==> config.mk <==
export PLATFORM = sky130hd
export DESIGN_NAME = pc
export DESIGN_NICKNAME = d
export VERILOG_FILES = /design/src/rtl/pc.sv
export SDC_FILE = /design/constraint.sdc
export NUM_CORES = 1
export LEC_CHECK = 0
export BUFFER_PORTS_ARGS = -buffer_cell sky130_fd_sc_hd__clkbuf_2
export CORE_MARGIN = 8
export CORE_UTILIZATION = 43
export CTS_BUF_LIST = sky130_fd_sc_hd__clkbuf_4 sky130_fd_sc_hd__clkbuf_8
export DETAILED_ROUTE_END_ITERATION = 16
export PLACE_DENSITY_LB_ADDON = 0.15
export SETUP_SLACK_MARGIN = 0.5
export SYNTH_ARGS = -nofsm -noshare
export SYNTH_HDL_FRONTEND = slang
export SYNTH_SLANG_ARGS = --single-unit
export TNS_END_PERCENT = 20
==> constraint.sdc <==
create_clock -name clk -period 1 [get_ports clk]
set_input_delay 0.2 -clock clk [delete_from_list [all_inputs] [get_ports clk]]
set_output_delay 0.2 -clock clk [all_outputs]
set_load 0.05 [all_outputs]
==> src/rtl/pc.sv <==
// Program counter register.
// Loads next_pc on every rising clock edge with the low ALIGN_BITS bits
// cleared, or RESET_VALUE when reset is high at that edge. No arithmetic is
// done here: incrementing, branch targets and wrap-around all belong to the
// caller. current_pc comes straight from the register, so there is no
// combinational path from next_pc or reset to the output.
module pc #(
   parameter int          WIDTH       = 32,
   parameter logic [31:0] RESET_VALUE = 32'h0000_0000,
   parameter int          ALIGN_BITS  = 0
) (
   input  logic             clk,
   input  logic             reset,
   input  logic [WIDTH-1:0] next_pc,
   output logic [WIDTH-1:0] current_pc
);

   // RESET_VALUE is written as a 32-bit literal; fit it to the register width.
   localparam logic [WIDTH-1:0] RST_VAL = WIDTH'(RESET_VALUE);

   // Mask that clears the low ALIGN_BITS bits. With ALIGN_BITS = 0 this is
   // all ones, so next_pc passes through unmodified. The AND keeps any X or
   // Z in the unmasked bits, so unknowns on next_pc still reach current_pc.
   localparam logic [WIDTH-1:0] ALIGN_MASK =
      ~((WIDTH'(1) << ALIGN_BITS) - WIDTH'(1));

   logic [WIDTH-1:0] pc_q;

   // PC register: synchronous reset takes priority over the load.
   always_ff @(posedge clk) begin
      if (reset) begin
         pc_q <= RST_VAL;
      end else begin
         pc_q <= next_pc & ALIGN_MASK;
      end
   end

   assign current_pc = pc_q;

endmodule

==> results of run 1 <==
[per-stage QoR]
step | hold slack, ns | cells | util, % | worst slack, ns
after detailed placement | 0.412 | 158 | 70.1 | 0.214
after global placement | 0.407 | 158 | 70.1 | 0.219
after floorplan | 0.262 | 67 | - | 0.392
[synthesized netlist by cell type]
cell and count:
dfxtp_1 32, nor2b_1 32, buf_4 3
[cell families after synthesis]
kind of cell	count (synthesis)	share of synthesized area [%]
buf+inv	3	2.61
flops	32	74.2
simple gates	32	23.2
==> run_results.csv, run 1 <==
group,metric,value,unit
clocking,cts_root_buf,"clkbuf_4",
status,stop_stage,"clock tree synthesis (4_1_cts)",
floorplan,start_util,44.9,%
floorplan,die_x,60.8,µm
clocking,cts_sinks,32,
clocking,cts.repair.resized,92,
yosys,synth_area_leaders,"dfxtp_1 (74%), nor2b_1 (23%), buf_4 (2.6%)",
clocking,hold_buffers,0,
yosys,synth_cells,67,
yosys,ys_ff_latch,32,
yosys,synth_top_area_cell,"dfxtp_1",
floorplan,rows,16,
place,gp_congestion,0.671,
yosys,synth_nets,101,
status,error,"[ERROR DPL-0038] Utilization greater than 100%, impossible to legalize",
yosys,synth.distinct_cells,3,
status,status,"did not finish",
yosys,ys_seq_area_share,74.2,%
place,placed_area,1350,µm²
yosys,synth_top_area_share,74.2,%
yosys,netlist_area,863,µm²
clocking,clock_tree.buffer_depth,2,
clocking,cts_buffers,5,
yosys,syn_avg_cell_area,12.9,µm²
clocking,cts_max_level,2,
yosys,yosysWarnings,0,
floorplan,pin_count,66,
floorplan,die_y,60.8,µm
clocking,postCtsSetupRepairBufs,0,
place,io_buffers,65,
==> run 2: changes to the inputs <==
==> config.mk (replaced) <==
export PLATFORM = sky130hd
export DESIGN_NAME = pc
export DESIGN_NICKNAME = d
export VERILOG_FILES = /design/src/rtl/pc.sv
export SDC_FILE = /design/constraint.sdc
export NUM_CORES = 1
export LEC_CHECK = 0
export BUFFER_PORTS_ARGS = -buffer_cell sky130_fd_sc_hd__clkbuf_2
export CORE_AREA = 8 8 69 71
export DETAILED_ROUTE_END_ITERATION = 16
export DIE_AREA = 0 0 77 79
export PLACE_DENSITY_LB_ADDON = 0.15
export SYNTH_ARGS = -nofsm -noshare
export SYNTH_HDL_FRONTEND = slang
export SYNTH_SLANG_ARGS = --single-unit
export TNS_END_PERCENT = 20
==> run 2 against run 1 <==
  * The flow now finishes without violations
  * Area after synthesis stayed put
  * Synthesized cell count unchanged
==> run_results.csv, run 2 <==
group,metric,value,unit
yosys,synth_nets,101,
setup_path,critPathCaptureType,"primary output",
route,avgViaCountPerCell,3.66,
setup_path,crit_buf_inv,1,
setup_path,slowest_stage,"dfxtp_1",
grt,grt_use_total,7.82,%
floorplan,die_y,79,µm
clocking,hold_buffers,0,
floorplan,rows,23,
clocking,cts_sinks,32,
yosys,ys_top_cells_by_count,"dfxtp_1 (32), nor2b_1 (32), buf_4 (3)",
timing,hold_viol,0,
cells_and_area,largest_reg_flops,32,
setup_path,crit_chain,"clkbuf_8",
clocking,path_clk_slew,0.06,ns
clocking,cts_buffers,5,
floorplan,pin_count,66,
setup_path,crit_arrival,0.77,ns
yosys,syn_avg_cell_area,12.9,µm²
route,drcViolationCount,0,
setup_path,crit_path_start,"current_pc[20]$_SDFF_PP0_",
yosys,netlist_area,863,µm²
route,firstDrtPassIters,3,
route,ant_nets,0,
floorplan,die_x,77,µm
cells_and_area,final_nets,172,
cells_and_area,n_fill_cell,377,
setup_path,cp_top_family,"flip-flops",
place,post-place-ws,0.227,ns
cells_and_area,layout_commonest_cell,"clkbuf_2",
grt,grt_max_degree,17,
timing,fin_ws,0.0313,ns
yosys,yosysWarnings,0,
floorplan,dieArea,6080,µm²
yosys,synth.distinct_cells,3,
timing,tightest_slew,0.145,ns
timing,period_minus_slack,0.969,ns
clocking,cts_root_buf,"clkbuf_8",
floorplan,start_util,22.7,%
timing,finalCritPeriodShare,96.9,%
timing,grt_setup_unrepaired,"yes",
route,wire_per_inst,12.2,µm
route,drt_iter0_markers,14,
setup_path,cp.required,0.80,ns
yosys,dominantRegCellSynth,"dfxtp_1",
clocking,clock_tree.buffer_depth,2,
yosys,synth_top_area_cell,"dfxtp_1",
cells_and_area,final_cell_mix,"clkbuf_2 (33), nor2b_1 (32), clkbuf_8 (20), dfxtp_1 (20), buf_8 (18)",
clocking,cts_tree,"yes",
cells_and_area,finish.instance_area,1660,µm²
yosys,synth_area_leaders,"dfxtp_1 (74%), nor2b_1 (23%), buf_4 (2.6%)",
flow_run,drv_cap,0,
pwr,power.density,1760,nW/µm²
place,io_buffers,65,
place,gp_congestion,0.637,
setup_path,crit_path_start_kind,"flop",
yosys,synth_top_area_share,74.2,%
clocking,postCtsSetupRepairBufs,0,
grt,antenna_found_initial,0,
grt,grt_pass1_vias,754,
pwr,leakage,0.766,nW
floorplan,core,3800,µm²
timing,fmax,1030,MHz
clocking,cts_max_level,2,
setup_path,critPathKind,"flop to primary output",
setup_path,max_stage_delay,0.32,ns
grt,gr-total-overflow,0,
yosys,synthArstFlopShare,0,%
route,wirelength,2310,µm
yosys,ys_ff_latch,32,
place,placed_area,1260,µm²
yosys,synth_edf_count,0,
yosys,ys_seq_area_share,74.2,%
timing,setup_viol,0,
timing,slew_headroom,90.3,%
grt,grt_first_pass_wirelength,3590,µm
worst_hold_path,holdCritPathClass,"input port to flop",
setup_path,critPathMaxFanout,1,
route,vias,692,
cells_and_area,area_growth,92.8,%
cells_and_area,drive_above_1_share,61.2,%
status,status,"completed",
place,hpwl,1850,µm
timing,drv_slew,0,
pwr,ir_drop,0.894,mV
setup_path,cp-endpoint,"current_pc[20]",
cells_and_area,antenna_cells,0,
yosys,synth_cells,67,
setup_path,cp.depth,1,
## run 2: cell counts after synthesis
Identical to the previous run, type by type.
## run 2: cells by family after synthesis
| logic type | Yosys count | share of synthesized area, % |
|---|---|---|
| DFF | 32 | 74.2 |
| and+or+nand+nor | 32 | 23.2 |
| buffers and inverters | 3 | 2.61 |
## run 2: worst min path at each step
stage	to	from	slack, ns	depth (start not counted)
finish	current_pc[6]$_SDFF_PP0_	next_pc[6]	0.14	2
global route	current_pc[5]$_SDFF_PP0_	next_pc[5]	0.12	2
CTS	current_pc[11]$_SDFF_PP0_	next_pc[11]	0.12	2
detailed placement	current_pc[24]$_SDFF_PP0_	next_pc[24]	0.41	2
global placement	current_pc[5]$_SDFF_PP0_	next_pc[5]	0.41	2
floorplan	current_pc[29]$_SDFF_PP0_	reset	0.27	1
## run 2: through the flow
stage                     power (mW)  setup TNS [ns]  std cells  utilization [%]  hold WS [ns]
after floorplan                 1.69               0         67                -         0.272
after global placement          1.84               0        181             33.1         0.411
after detailed placement        1.84               0        181             33.1         0.414
after CTS                       2.96               0        189             42.9         0.120
after global routing            3.06         -0.0138        189             43.8         0.122
final                           2.92               0        189             43.8         0.137
## run 2: repair_timing
action | CTS | global route
setup endpoints to repair | 32 | 19
cloned | 0 | 0
pin swaps | 0 | 0
resized for setup | 65 | 29
## run 2: final cells by class
| cell class | count | area, µm² | area share, % |
|---|---|---|---|
| timing repair buffer | 67 | 656 | 39.4 |
| clock buffer | 8 | 90.1 | 5.41 |
| multi-input combinational | 32 | 200 | 12.0 |
| sequential | 32 | 656 | 39.4 |
| tap | 50 | 62.6 | 3.76 |
## run 2: power by group
group / internal (mW) / total, mW / switching [mW]
Sequential: 1.35 / 1.39 / 0.0358
Clock: 0.560 / 0.969 / 0.409
Combinational: 0.252 / 0.567 / 0.315
Total: 2.16 / 2.92 / 0.760
## run 2: layer usage
| layer | GRT usage, % | vias up | part of all wire [%] |
|---|---|---|---|
| li1 | - | 339 | - |
| met1 | 7.10 | 311 | 35 |
| met2 | 12.6 | 37 | 51 |
| met3 | 5.76 | 5 | 12 |
| met4 | 4.53 | 0 | 1.9 |
| met5 | 0 | - | 0 |
Note: power is estimated with default switching activity, not from simulation.
==> run 3: changes to the inputs <==
--- a/config.mk
+++ b/config.mk
@@ -7,6 +7,7 @@
 export LEC_CHECK = 0
 export BUFFER_PORTS_ARGS = -buffer_cell sky130_fd_sc_hd__clkbuf_2
 export CORE_AREA = 8 8 69 71
+export CTS_BUF_LIST = sky130_fd_sc_hd__clkbuf_2 sky130_fd_sc_hd__clkbuf_4 sky130_fd_sc_hd__clkbuf_8
 export DETAILED_ROUTE_END_ITERATION = 16
 export DIE_AREA = 0 0 77 79
 export PLACE_DENSITY_LB_ADDON = 0.15
==> run 3 against run 2 <==
  * Sequential power hardly changed
  * Flip-flop and latch count stayed put
  * Clock power is 5% higher
  * Combinational power hardly changed
  * Via count is 0.14% lower
  * Sequential share of layout area is 0.22 points lower
  * Final area is 0.38% higher
  * Hold slack stayed put
  * Setup slack worse by 0.0033 ns
  * Core utilization is 0.16 points higher
  * Final cell count stayed put
  * Largest cell class is now buffers
  * Largest power group unchanged
==> run_results.csv, run 3 (same netlist as run 2, synthesis figures left out) <==
group,metric,value,unit
place,post-place-ws,0.227,ns
clocking,cts_tree,"yes",
pwr,combinationalPowerShare,19.1,%
pwr,swShare,25.5,%
floorplan,dieArea,6080,µm²
cells_and_area,final_nets,172,
worst_hold_path,min_from,"next_pc[6]",
cells_and_area,layout_commonest_cell,"clkbuf_2",
timing,setup_viol,0,
setup_path,slowest_stage,"dfxtp_1",
grt,antenna_found_initial,0,
cells_and_area,antenna_cells,0,
floorplan,start_util,22.7,%
place,dp.cells,181,
place,gp_congestion,0.637,
pwr,internal_power,2.22,mW
pwr,leakage,0.773,nW
timing,slew_headroom,90.3,%
route,wire_per_inst,12.2,µm
timing,fmax,1030,MHz
pwr,p_switching,0.760,mW
grt,grt_max_degree,17,
clocking,cts_buffers,5,
route,firstDrtPassIters,3,
clocking,path_clk_slew,0.06,ns
pwr,p_seq_share,46.6,%
clocking,clock_tree.buffer_depth,2,
flow_run,drv_cap,0,
worst_hold_path,holdCritPathClass,"input port to flop",
floorplan,rows,23,
status,status,"completed",
route,ant_nets,0,
grt,gr-total-overflow,0,
cells_and_area,final_cell_mix,"clkbuf_2 (33), nor2b_1 (32), dfxtp_1 (21), clkbuf_8 (20), buf_8 (18)",
floorplan,die_x,77,µm
grt,grt_use_total,7.82,%
pwr,power,2.98,mW
cells_and_area,drive_above_1_share,61.9,%
cells_and_area,final_cells,189,
clocking,cts_max_level,2,
setup_path,critPathKind,"flop to primary output",
route,drt_iter0_markers,13,
place,placed_area,1260,µm²
route,avgViaCountPerCell,3.66,
timing,hold_viol,0,
timing,period_minus_slack,0.972,ns
clocking,cts_sinks,32,
place,io_buffers,65,
route,wirelength,2320,µm
floorplan,die_y,79,µm
timing,fin_ws,0.0280,ns
timing,drv_slew,0,
setup_path,crit_chain,"buf_8",
setup_path,crit_arrival,0.77,ns
cells_and_area,area_growth,93.5,%
timing,finalCritPeriodShare,97.2,%
route,drcViolationCount,0,
grt,grt_pass1_vias,754,
cells_and_area,finish.instance_area,1670,µm²
pwr,power.density,1780,nW/µm²
timing,setup_tns,0,ns
timing,grt_setup_unrepaired,"yes",
floorplan,pin_count,66,
pwr,ir_drop,0.902,mV
cells_and_area,n_fill_cell,379,
place,hpwl,1850,µm
clocking,hold_buffers,0,
cells_and_area,postLayoutCoreUtil,44.0,%
setup_path,crit_path_start_kind,"flop",
timing,tightest_slew,0.145,ns
pwr,p_clk_share,34.4,%
floorplan,core,3800,µm²
setup_path,crit_buf_inv,1,
setup_path,cp_top_family,"flip-flops",
setup_path,crit_path_start,"current_pc[1]$_SDFF_PP0_",
clocking,cts_root_buf,"clkbuf_8",
grt,grt_first_pass_wirelength,3590,µm
cells_and_area,largest_reg_flops,32,
timing,fin_hold_ws,0.137,ns
setup_path,critPathMaxFanout,1,
setup_path,max_stage_delay,0.35,ns
setup_path,cp.required,0.80,ns
setup_path,critPathCaptureType,"primary output",
route,vias,691,
setup_path,cp-endpoint,"current_pc[1]",
setup_path,cp.depth,1,
clocking,postCtsSetupRepairBufs,0,
[run 3: cell count changes in the layout (fill, tap and decap cells not counted)]
cell / change
clkbuf_4: +2
dfxtp_2: -1
dfxtp_1: +1
clkbuf_1: -2
[run 3: final cells by class]
class                      instances  area (µm²)  area share (%)
sequential                        32         654            39.2
clock buffer                       8        97.6            5.84
timing repair buffer              67         656            39.3
tap                               50        62.6            3.75
multi-input combinational         32         200            12.0
[run 3: layer usage]
layer	track usage, %	wire length, µm	vias up
met5	0	0	-
met4	4.53	45	0
met3	5.76	272	5
met2	12.6	1170	37
met1	7.10	822	310
li1	-	-	339
[run 3: power groups by stage]
stage | clock, mW | sequential, mW | combinational [mW]
after floorplan | 0 | 1.63 | 0.0612
after global placement | 0 | 1.39 | 0.450
after detailed placement | 0 | 1.39 | 0.453
after CTS | 1.08 | 1.37 | 0.558
after global routing | 1.13 | 1.39 | 0.596
final | 1.02 | 1.39 | 0.567
[run 3: how the worst min path moves through the flow]
stage,endpoint,slack [ns],cells after the start
6_report,current_pc[6]$_SDFF_PP0_,0.14,2
5_1_grt,current_pc[5]$_SDFF_PP0_,0.12,2
4_1_cts,current_pc[11]$_SDFF_PP0_,0.12,2
3_5_place_dp,current_pc[24]$_SDFF_PP0_,0.41,2
3_3_place_gp,current_pc[5]$_SDFF_PP0_,0.41,2
2_1_floorplan,current_pc[29]$_SDFF_PP0_,0.27,1
[run 3: timing repair]
action                                  CTS  global route
hold endpoints to repair                  0             0
endpoints found under the setup margin   32            19
resized for setup                        65            28
==> run 4: changes to the inputs <==
--- a/config.mk
+++ b/config.mk
@@ -6,11 +6,11 @@
 export NUM_CORES = 1
 export LEC_CHECK = 0
 export BUFFER_PORTS_ARGS = -buffer_cell sky130_fd_sc_hd__clkbuf_2
-export CORE_AREA = 8 8 69 71
+export CORE_AREA = 2 2 63 65
 export CTS_BUF_LIST = sky130_fd_sc_hd__clkbuf_2 sky130_fd_sc_hd__clkbuf_4 sky130_fd_sc_hd__clkbuf_8
 export DETAILED_ROUTE_END_ITERATION = 16
-export DIE_AREA = 0 0 77 79
-export PLACE_DENSITY_LB_ADDON = 0.15
+export DIE_AREA = 0 0 65 67
+export PLACE_DENSITY = 0.62
 export SYNTH_ARGS = -nofsm -noshare
 export SYNTH_HDL_FRONTEND = slang
 export SYNTH_SLANG_ARGS = --single-unit
==> run 4 against run 3 <==
  * Final cell count fell by 1.6%
  * Non-clock buffer count unchanged
  * Global-route usage grew 2.2 points
  * Largest cell class is now registers
  * Clock power about the same
  * Setup slack better by 0.0037 ns
  * Sequential share of layout area is 0.28 points higher
  * Core utilization up 2.9 points
  * Clock-buffer cell count shrank 1
  * Via count grew 0.14%
  * Flip-flop and latch count did not move
  * Final area is 1.2% higher
  * Die area down 28%
==> run_results.csv, run 4 (same netlist as run 2, synthesis figures left out) <==
group,metric,value,unit
timing,slew_headroom,92.7,%
timing,fmax,1030,MHz
grt,grt_pass1_vias,722,
timing,hold_viol,0,
clocking,cts_sinks,32,
timing,period_minus_slack,0.968,ns
setup_path,max_stage_delay,0.35,ns
clocking,cts_buffers,5,
worst_hold_path,min_to,"current_pc[19]$_SDFF_PP0_",
clocking,postCtsSetupRepairBufs,0,
route,avgViaCountPerCell,3.72,
grt,grt_max_degree,23,
grt,antenna_found_initial,0,
timing,tightest_slew,0.110,ns
worst_hold_path,hold_depth,2,
place,gp_congestion,0.652,
setup_path,crit_buf_inv,1,
cells_and_area,layout_commonest_cell,"clkbuf_2",
status,status,"completed",
route,drt_iter0_markers,11,
floorplan,start_util,23.9,%
pwr,p_seq_share,46.6,%
setup_path,slowest_stage,"dfxtp_1",
flow_run,drv_cap,0,
floorplan,rows,22,
route,wirelength,2050,µm
clocking,cts_tree,"yes",
grt,grt_first_pass_wirelength,3010,µm
timing,fin_hold_ws,0.137,ns
cells_and_area,final_nets,172,
floorplan,die_x,65,µm
pwr,power.density,1770,nW/µm²
setup_path,crit_path_start_kind,"flop",
route,firstDrtPassIters,3,
floorplan,die_y,67,µm
cells_and_area,antenna_cells,0,
clocking,cts_root_buf,"clkbuf_8",
grt,grt_use_total,10.0,%
setup_path,cp_top_family,"flip-flops",
setup_path,critPathCaptureType,"primary output",
pwr,combinationalPowerShare,19.2,%
worst_hold_path,min_from,"next_pc[19]",
floorplan,pin_count,66,
setup_path,cp.required,0.80,ns
timing,drv_slew,0,
pwr,internal_power,2.23,mW
timing,setup_tns,0,ns
clocking,clock_tree.buffer_depth,2,
timing,setup_viol,0,
cells_and_area,final_cell_mix,"clkbuf_2 (33), nor2b_1 (32), buf_8 (27), dfxtp_2 (21), clkbuf_8 (12)",
grt,gr-total-overflow,0,
pwr,p_switching,0.770,mW
route,wire_per_inst,11.0,µm
route,vias,692,
cells_and_area,largest_reg_flops,32,
route,ant_nets,0,
timing,finalCritPeriodShare,96.8,%
setup_path,crit_arrival,0.77,ns
setup_path,critPathKind,"flop to primary output",
setup_path,crit_chain,"buf_8",
cells_and_area,postLayoutCoreUtil,46.9,%
cells_and_area,drive_above_1_share,68.8,%
worst_hold_path,holdCritPathClass,"input port to flop",
floorplan,dieArea,4360,µm²
clocking,cts_max_level,2,
route,drcViolationCount,0,
timing,grt_setup_unrepaired,"yes",
clocking,path_clk_slew,0.06,ns
pwr,leakage,0.776,nW
pwr,ir_drop,1.04,mV
cells_and_area,area_growth,95.8,%
setup_path,critPathMaxFanout,1,
place,io_buffers,65,
pwr,swShare,25.7,%
pwr,p_clk_share,34.2,%
floorplan,core,3610,µm²
## run 4: cell types whose count changed in the layout (fill, tap and decap cells not counted), sizes merged
cell	change
buf	+9
clkbuf	-10
## run 4: final cells by class
type	count	area, µm²
well taps	48	60.1
fillers	328	1920
clock buffers	7	96.3
multi-input cells	32	200
repair buffers	67	667
flip-flops and latches	32	667
## run 4: worst max-delay path by stage
stage,slack [ns],cells past startpoint,end,from
4_1_cts,0.0008,1,current_pc[5],current_pc[5]$_SDFF_PP0_
5_1_grt,-0.01,1,current_pc[12],current_pc[12]$_SDFF_PP0_
3_3_place_gp,0.24,1,current_pc[19],current_pc[19]$_SDFF_PP0_
3_5_place_dp,0.23,1,current_pc[5],current_pc[5]$_SDFF_PP0_
2_1_floorplan,0.21,0,current_pc[0],current_pc[0]$_SDFF_PP0_
6_report,0.03,1,current_pc[24],current_pc[24]$_SDFF_PP0_
## run 4: what timing repair did
action	4_1_cts	5_1_grt
gates resized for setup	65	47
setup endpoints to repair	32	27
hold buffers	0	0
## run 4: layer usage
| layer | routed length, µm | track usage (%) | up-vias |
|---|---|---|---|
| li1 | - | - | 339 |
| met1 | 681 | 7.42 | 295 |
| met2 | 981 | 17.9 | 55 |
| met3 | 357 | 8.95 | 3 |
| met4 | 27 | 3.99 | 0 |
| met5 | 0 | 0 | - |
## run 4: power groups by stage
stage	Combinational [mW]	Clock, mW	Sequential, mW
after floorplan	0.0612	0	1.63
after global placement	0.441	0	1.39
after detailed placement	0.446	0	1.39
after CTS	0.551	1.07	1.37
after global routing	0.600	1.15	1.40
final	0.575	1.03	1.40
## run 4: stage by stage
stage               total power [mW]  area, µm²  setup slack [ns]  std cells
global route                    3.15       1690           -0.0109        186
CTS                             2.99       1630          0.000798        186
floorplan                       1.69        863             0.213         67
detailed placement              1.84       1250             0.227        179
global placement                1.83       1250             0.241        179
finish                          3.00       1690            0.0316        186
